## src/rtl/abp_pkg.sv

```systemverilog
// ---------------------------------------------------------------------------
// abp_pkg
// Types and defaults shared by the ABP receive-side sequencing controller and
// its ACK framer.
//   abp_ctrl_state_t : controller FSM states
//   ABP_FRAME_BYTES  : data/ACK frame length in bytes
//   ABP_ACK_MARKER   : default value of ACK byte 0
// ---------------------------------------------------------------------------
package abp_pkg;

  typedef enum logic [1:0] {
    IDLE     = 2'd0,
    DELIVER  = 2'd1,
    SEND_ACK = 2'd2
  } abp_ctrl_state_t;

  localparam int         ABP_FRAME_BYTES = 64;
  localparam logic [7:0] ABP_ACK_MARKER  = 8'hAC;

endpackage

```

## src/rtl/abp_ack_framer.sv

```systemverilog
// ---------------------------------------------------------------------------
// abp_ack_framer
// Emits one ACK frame on an AXI-Stream master per start pulse:
//   byte 0 = ACK_MARKER, bytes 1..ACK_BYTES-2 = 8'h00,
//   byte ACK_BYTES-1 = {7'b0, ack_bit} with tlast.
// Ports:
//   aclk, aresetn   : clock, asynchronous active-low reset
//   i_start         : one-cycle pulse, begin a new ACK (framer must be idle)
//   i_ack_bit       : alternating bit carried in the last byte (taken on start)
//   o_done          : one-cycle pulse coincident with the tlast handshake
//   m_axis_*        : AXI-Stream master (tvalid/tdata/tlast are registered)
// ---------------------------------------------------------------------------
module abp_ack_framer
  import abp_pkg::*;
#(
  parameter int         ACK_BYTES  = ABP_FRAME_BYTES,
  parameter logic [7:0] ACK_MARKER = ABP_ACK_MARKER
) (
  input  logic       aclk,
  input  logic       aresetn,
  input  logic       i_start,
  input  logic       i_ack_bit,
  output logic       o_done,
  output logic       m_axis_tvalid,
  input  logic       m_axis_tready,
  output logic       m_axis_tlast,
  output logic [7:0] m_axis_tdata
);

  localparam int             IDX_W    = $clog2(ACK_BYTES);
  localparam logic [IDX_W-1:0] LAST_IDX = IDX_W'(ACK_BYTES - 1);

  logic [IDX_W-1:0] r_idx;
  logic             r_ack_bit;
  logic             r_tvalid;
  logic             r_tlast;
  logic [7:0]       r_tdata;

  logic             w_hs;
  logic [IDX_W-1:0] w_next_idx;
  logic             w_next_is_last;

  assign w_hs           = r_tvalid & m_axis_tready;
  assign w_next_idx     = r_idx + 1'b1;
  assign w_next_is_last = (w_next_idx == LAST_IDX);

  // Done is combinational so the controller returns to IDLE on the same edge
  // that retires the last byte.
  assign o_done = w_hs & r_tlast;

  // The byte on the bus is always precomputed for the current index, so
  // tvalid/tdata/tlast only move on a handshake and stay put while stalled.
  always_ff @(posedge aclk or negedge aresetn) begin
    if (!aresetn) begin
      r_idx     <= '0;
      r_ack_bit <= 1'b0;
      r_tvalid  <= 1'b0;
      r_tlast   <= 1'b0;
      r_tdata   <= 8'h00;
    end else if (i_start) begin
      r_idx     <= '0;
      r_ack_bit <= i_ack_bit;
      r_tvalid  <= 1'b1;
      r_tlast   <= 1'b0;
      r_tdata   <= ACK_MARKER;
    end else if (w_hs) begin
      if (r_tlast) begin
        r_idx    <= '0;
        r_tvalid <= 1'b0;
        r_tlast  <= 1'b0;
        r_tdata  <= 8'h00;
      end else begin
        r_idx   <= w_next_idx;
        r_tlast <= w_next_is_last;
        r_tdata <= w_next_is_last ? {7'b0, r_ack_bit} : 8'h00;
      end
    end
  end

  assign m_axis_tvalid = r_tvalid;
  assign m_axis_tlast  = r_tlast;
  assign m_axis_tdata  = r_tdata;

endmodule

```

## src/rtl/abp_receiver_controller.sv

```systemverilog
// ---------------------------------------------------------------------------
// abp_receiver_controller
// ABP receive-side sequencing: owns expected_bit, classifies each checked
// frame as new / duplicate / malformed, delivers new values over valid/ready,
// acknowledges every accepted frame and re-sends the last ACK after an idle
// timeout.
// Ports:
//   aclk, aresetn              : clock, asynchronous active-low reset
//   rx_frame_valid/bit/error/value : checked-frame pulse from the receiver
//   expected_bit               : bit a new frame must carry
//   value_valid/ready/data     : consumer port
//   m_axis_tvalid/tready/tlast/tdata : ACK stream
//   dup_count/err_count/drop_count   : saturating statistics
// ---------------------------------------------------------------------------
module abp_receiver_controller
  import abp_pkg::*;
#(
  parameter int         ACK_BYTES     = ABP_FRAME_BYTES,
  parameter logic [7:0] ACK_MARKER    = ABP_ACK_MARKER,
  parameter int         REACK_TIMEOUT = 1000000,
  parameter int         CNT_W         = 16
) (
  input  logic             aclk,
  input  logic             aresetn,
  input  logic             rx_frame_valid,
  input  logic             rx_frame_bit,
  input  logic             rx_frame_error,
  input  logic [63:0]      rx_frame_value,
  output logic             expected_bit,
  output logic             value_valid,
  input  logic             value_ready,
  output logic [63:0]      value_data,
  output logic             m_axis_tvalid,
  input  logic             m_axis_tready,
  output logic             m_axis_tlast,
  output logic [7:0]       m_axis_tdata,
  output logic [CNT_W-1:0] dup_count,
  output logic [CNT_W-1:0] err_count,
  output logic [CNT_W-1:0] drop_count
);

  localparam int             TMR_W    = (REACK_TIMEOUT > 1) ? $clog2(REACK_TIMEOUT + 1) : 1;
  localparam bit             REACK_EN = (REACK_TIMEOUT != 0);
  // Timer fires on the edge where it would reach REACK_TIMEOUT.
  localparam logic [TMR_W-1:0] TMR_LAST = REACK_EN ? TMR_W'(REACK_TIMEOUT - 1) : '0;

  abp_ctrl_state_t  r_state;
  logic             r_expected_bit;
  logic             r_ack_bit;
  logic             r_ack_sent;
  logic [TMR_W-1:0] r_timer;
  logic             r_value_valid;
  logic [63:0]      r_value_data;
  logic [CNT_W-1:0] r_dup_cnt;
  logic [CNT_W-1:0] r_err_cnt;
  logic [CNT_W-1:0] r_drop_cnt;

  logic w_frame_dup;
  logic w_deliver_hs;
  logic w_timer_fire;
  logic w_ack_start;
  logic w_start_bit;
  logic w_ack_done;

  function automatic logic [CNT_W-1:0] sat_inc(input logic [CNT_W-1:0] v);
    return (&v) ? v : v + 1'b1;
  endfunction

  // Every transition into SEND_ACK also launches the framer on the same edge;
  // this is what gives the 2-cycle frame-to-first-ACK-byte latency.
  assign w_frame_dup  = (r_state == IDLE) && rx_frame_valid && !rx_frame_error &&
                        (rx_frame_bit != r_expected_bit);
  assign w_deliver_hs = (r_state == DELIVER) && value_ready;
  // An arriving frame always wins over a timer expiring in the same cycle.
  assign w_timer_fire = REACK_EN && (r_state == IDLE) && r_ack_sent &&
                        !rx_frame_valid && (r_timer == TMR_LAST);
  assign w_ack_start  = w_frame_dup | w_deliver_hs | w_timer_fire;
  assign w_start_bit  = w_frame_dup  ? rx_frame_bit   :
                        w_deliver_hs ? r_expected_bit : r_ack_bit;

  always_ff @(posedge aclk or negedge aresetn) begin
    if (!aresetn) begin
      r_state        <= IDLE;
      r_expected_bit <= 1'b0;
      r_ack_bit      <= 1'b0;
      r_ack_sent     <= 1'b0;
      r_timer        <= '0;
      r_value_valid  <= 1'b0;
      r_value_data   <= '0;
      r_dup_cnt      <= '0;
      r_err_cnt      <= '0;
      r_drop_cnt     <= '0;
    end else begin
      if (rx_frame_valid) begin
        r_timer <= '0;
      end
      case (r_state)
        IDLE: begin
          if (rx_frame_valid) begin
            // Malformed frames are rejected before the bit is even looked at.
            if (rx_frame_error) begin
              r_err_cnt <= sat_inc(r_err_cnt);
            end else if (rx_frame_bit == r_expected_bit) begin
              r_value_data  <= rx_frame_value;
              r_value_valid <= 1'b1;
              r_state       <= DELIVER;
            end else begin
              r_dup_cnt <= sat_inc(r_dup_cnt);
              r_ack_bit <= rx_frame_bit;
              r_state   <= SEND_ACK;
            end
          end else if (REACK_EN && r_ack_sent) begin
            if (r_timer == TMR_LAST) begin
              r_timer <= '0;
              r_state <= SEND_ACK;
            end else begin
              r_timer <= r_timer + 1'b1;
            end
          end
        end
        DELIVER: begin
          if (rx_frame_valid) begin
            r_drop_cnt <= sat_inc(r_drop_cnt);
          end
          if (value_ready) begin
            r_value_valid  <= 1'b0;
            r_ack_bit      <= r_expected_bit;
            r_expected_bit <= ~r_expected_bit;
            r_state        <= SEND_ACK;
          end
        end
        SEND_ACK: begin
          if (rx_frame_valid) begin
            r_drop_cnt <= sat_inc(r_drop_cnt);
          end
          if (w_ack_done) begin
            r_ack_sent <= 1'b1;
            r_timer    <= '0;
            r_state    <= IDLE;
          end
        end
        default: r_state <= IDLE;
      endcase
    end
  end

  abp_ack_framer #(
    .ACK_BYTES  (ACK_BYTES),
    .ACK_MARKER (ACK_MARKER)
  ) u_framer (
    .aclk          (aclk),
    .aresetn       (aresetn),
    .i_start       (w_ack_start),
    .i_ack_bit     (w_start_bit),
    .o_done        (w_ack_done),
    .m_axis_tvalid (m_axis_tvalid),
    .m_axis_tready (m_axis_tready),
    .m_axis_tlast  (m_axis_tlast),
    .m_axis_tdata  (m_axis_tdata)
  );

  assign expected_bit = r_expected_bit;
  assign value_valid  = r_value_valid;
  assign value_data   = r_value_data;
  assign dup_count    = r_dup_cnt;
  assign err_count    = r_err_cnt;
  assign drop_count   = r_drop_cnt;

endmodule

```

## config.mk

```make
export PLATFORM = sky130hd
export DESIGN_NAME = abp_receiver_controller
export DESIGN_NICKNAME = d
export VERILOG_FILES = /design/src/rtl/abp_pkg.sv /design/src/rtl/abp_ack_framer.sv /design/src/rtl/abp_receiver_controller.sv
export SDC_FILE = /design/constraint.sdc
export NUM_CORES = 1
export LEC_CHECK = 0
export CORE_MARGIN = 10
export CORE_UTILIZATION = 52
export CTS_CLUSTER_DIAMETER = 50
export DETAILED_ROUTE_END_ITERATION = 10
export PLACE_DENSITY = 0.86
export SETUP_SLACK_MARGIN = 0.5
export SLEW_MARGIN = 20
export SYNTH_ARGS = -nofsm -noshare
export SYNTH_HDL_FRONTEND = slang
export SYNTH_HIERARCHICAL = 1
export SYNTH_SLANG_ARGS = --single-unit
```

## constraint.sdc

```tcl
create_clock -name aclk -period 6.55 [get_ports aclk]
set_input_delay 1.6375 -clock aclk [delete_from_list [all_inputs] [get_ports aclk]]
set_output_delay 1.6375 -clock aclk [all_outputs]
set_load 0.02 [all_outputs]
```

==> results.cfg <==
[timing]
timing.fmax_mhz = 249
worstMarginPinSlew_ns = 1.06
finalHoldViolCount = 0
max_slew_margin_pct = 29.1
rsz0062_at_grt = false
finalSetupViolations = 0
slew_viol_final = 0
finalClockSkew_ns = 0.00809
period_minus_slack_ns = 4.02
tns_ns = 0
period_share_pct = 61.4

[worst_hold_path]
hp-class = register to register
min_path_cells = 1
hold_end = value_data[32]
hold_path_startpoint = value_data[32]

[global_routing]
grt_usage_pct = 22.4
grt_max_degree = 92
grt_overflow_total = 0
antenna_found_initial = 1
grt_pass1_wl_um = 31700
grt_pass1_vias = 5548

[placed_design]
portBuffers = 191
hpwl_um = 14600
placed_area_um2 = 8800
gp_congestion = 0.828
dp.cells = 920

[critical_path]
r2r_start = r_state[0]
cp.arrival_ns = 4.30
crit_chain = clkdlybuf4s50_1 -> nand3b_2 -> nor2_4 -> buf_4 -> mux2_1
path_buf_inv = 2
required_ns = 6.83
crit_type = input port to register
slowest_stage = nor2_4
startpoint_type = input port
reg2reg_depth = 6
cp_max_fo = 35
r2r-end = value_data[27]
worstSetupEndpointType = register
cp_top_family = buffers and inverters
cpPeakStageDelay_ns = 0.83
rrSetupSlack_ns = 3.55

[finish]
area_growth_syn_to_layout_pct = 39.7
layout-drive-gt1-share_pct = 8.99
fin_nets = 847
layout_common_cells = clkdlybuf4s50_1 (190), dfrtp_1 (149), nand2_1 (58), mux2_1 (46), xnor2_1 (34)
final_cell_area_um2 = 9450
final_common_cell = clkdlybuf4s50_1
layoutNonFillerInstCount = 952

[detailed_routing]
wirelength_um = 20300
vias = 5278
drtPass1Iterations = 5
vias_per_cell = 5.54
drtIter0Drc = 398
wl_per_cell_um = 21.3
drc = 0
antenna_left = 0

[cts]
post_cts_buffers = 0
clk_pin_slew_ns = 0.06
ctsResizeCount = 0
insertion_delay_ns = 0.42
tritoncts = built
cts_sinks = 149
clock_path_buffers = 2
cts_buffers = 17
cts.htree.levels = 4
hold_buffers = 0
root_buffer = clkbuf_16

[die]
fp.dieH_um = 134
dieArea_um2 = 18000
die_x_um = 134
core-area_um2 = 12700
initial_core_util_pct = 53.4
rows = 41
ioPinCount = 195

[synth]
synth_area_um2 = 6760
synth.distinct_cells = 62
synth_seq_cells = 149
synthFlopType = dfrtp_1
async_flop_share_pct = 100
ys_seq_area_share_pct = 55.2
synth_edf_count = 0
synth.avg_cell_area_um2 = 11.8
yosysWarnings = 6
syn-instance-count = 575

[pwr]
ir_worst_vdd_mv = 0.219
p_leak_nw = 4.00
finalPower_mw = 3.99
power_density_nw_per_um2 = 422

[outcome]
status = complete, no violations

[job]
max_cap_violations = 0
registers in the layout (all words and copies together), names as in the netlist:
| name | count |
|---|---|
| expected_bit | 1 |
| drop_count | 16 |
| u_framer/r_ack_bit | 1 |
| r_ack_sent | 1 |
| u_framer/r_idx | 6 |
| u_framer/m_axis_tvalid | 1 |
| r_timer | 20 |
| r_state | 2 |
| u_framer/m_axis_tlast | 1 |
| dup_count | 16 |
| value_data | 64 |
| err_count | 16 |
| u_framer/m_axis_tdata | 2 |
| value_valid | 1 |
| r_ack_bit | 1 |
cells by family after synthesis:
| group | share of synthesized area [%] |
|---|---|
| compound gates | 8.31 |
| flops | 55.2 |
| fa+ha+maj | 1.67 |
| simple gates | 14.4 |
| mux | 11.9 |
| other cells | 0.0555 |
| xor+xnor | 5.83 |
| buf+inv | 2.61 |
metrics by stage:
| step | util [%] | setup WS [ns] | hold WS, ns |
|---|---|---|---|
| 6_report | 74.5 | 2.53 | 0.487 |
| 5_1_grt | 74.5 | 2.38 | 0.504 |
| 4_1_cts | 74.5 | 2.56 | 0.488 |
| 3_5_place_dp | 69.5 | 2.16 | 0.474 |
| 3_3_place_gp | 69.5 | 2.28 | 0.466 |
| 2_1_floorplan | - | 3.38 | 0.466 |
where the power goes:
part | total (mW) | leakage, nW | internal, mW | switching, mW
logic | 1.53 | 1.77 | 0.728 | 0.800
clock network | 1.06 | 0.311 | 0.695 | 0.367
registers | 1.40 | 1.91 | 1.20 | 0.202
total | 3.99 | 4.00 | 2.62 | 1.37
metal layers:
| metal | track usage (%) | part of all wire (%) |
|---|---|---|
| met5 | 0 | 0 |
| met2 | 38.8 | 51 |
| met4 | 7.50 | 1.8 |
| met3 | 7.06 | 7.5 |
| met1 | 25.5 | 40 |
how the worst max path moves through the flow:
stage | from | to | slack [ns] | depth (start not counted)
6_report | rx_frame_valid | value_data[27] | 2.53 | 5
2_1_floorplan | rx_frame_valid | u_framer/r_idx[5] | 3.38 | 7
5_1_grt | rx_frame_valid | value_data[27] | 2.38 | 5
4_1_cts | rx_frame_valid | value_data[10] | 2.56 | 5
3_5_place_dp | rx_frame_valid | value_data[33] | 2.16 | 5
3_3_place_gp | rx_frame_valid | value_data[3] | 2.28 | 5
layout make-up:
cell class                      instances  area [µm²]
Sequential cell                       149        3730
Fill cell                             825        3230
Multi-Input combinational cell        390        2870
Timing Repair Buffer                  193        1930
Clock buffer                           23         468
Tap cell                              172         215
Clock inverter                          8         173
Inverter                               16        60.1
Antenna cell                            1        2.50
synthesized netlist by cell type (all sizes together), types with 4 or more instances:
master	count	area, µm²
a21o	5	37.5
a21oi	18	93.8
a31oi	15	100
a41oi	4	35.0
and3	18	114
and4	5	43.8
buf	17	97.6
clkbuf	5	18.8
dfrtp	149	3730
ha	9	113
inv	16	60.1
mux2	69	777
nand2	58	218
nand2b	4	25.0
nand3	27	140
nand4	19	119
nor2	16	60.1
nor3	5	25.0
o21ai	21	105
or3	4	26.3
xnor2	34	298
xor2	11	96.3
Note: power is estimated with default switching activity, not from simulation.
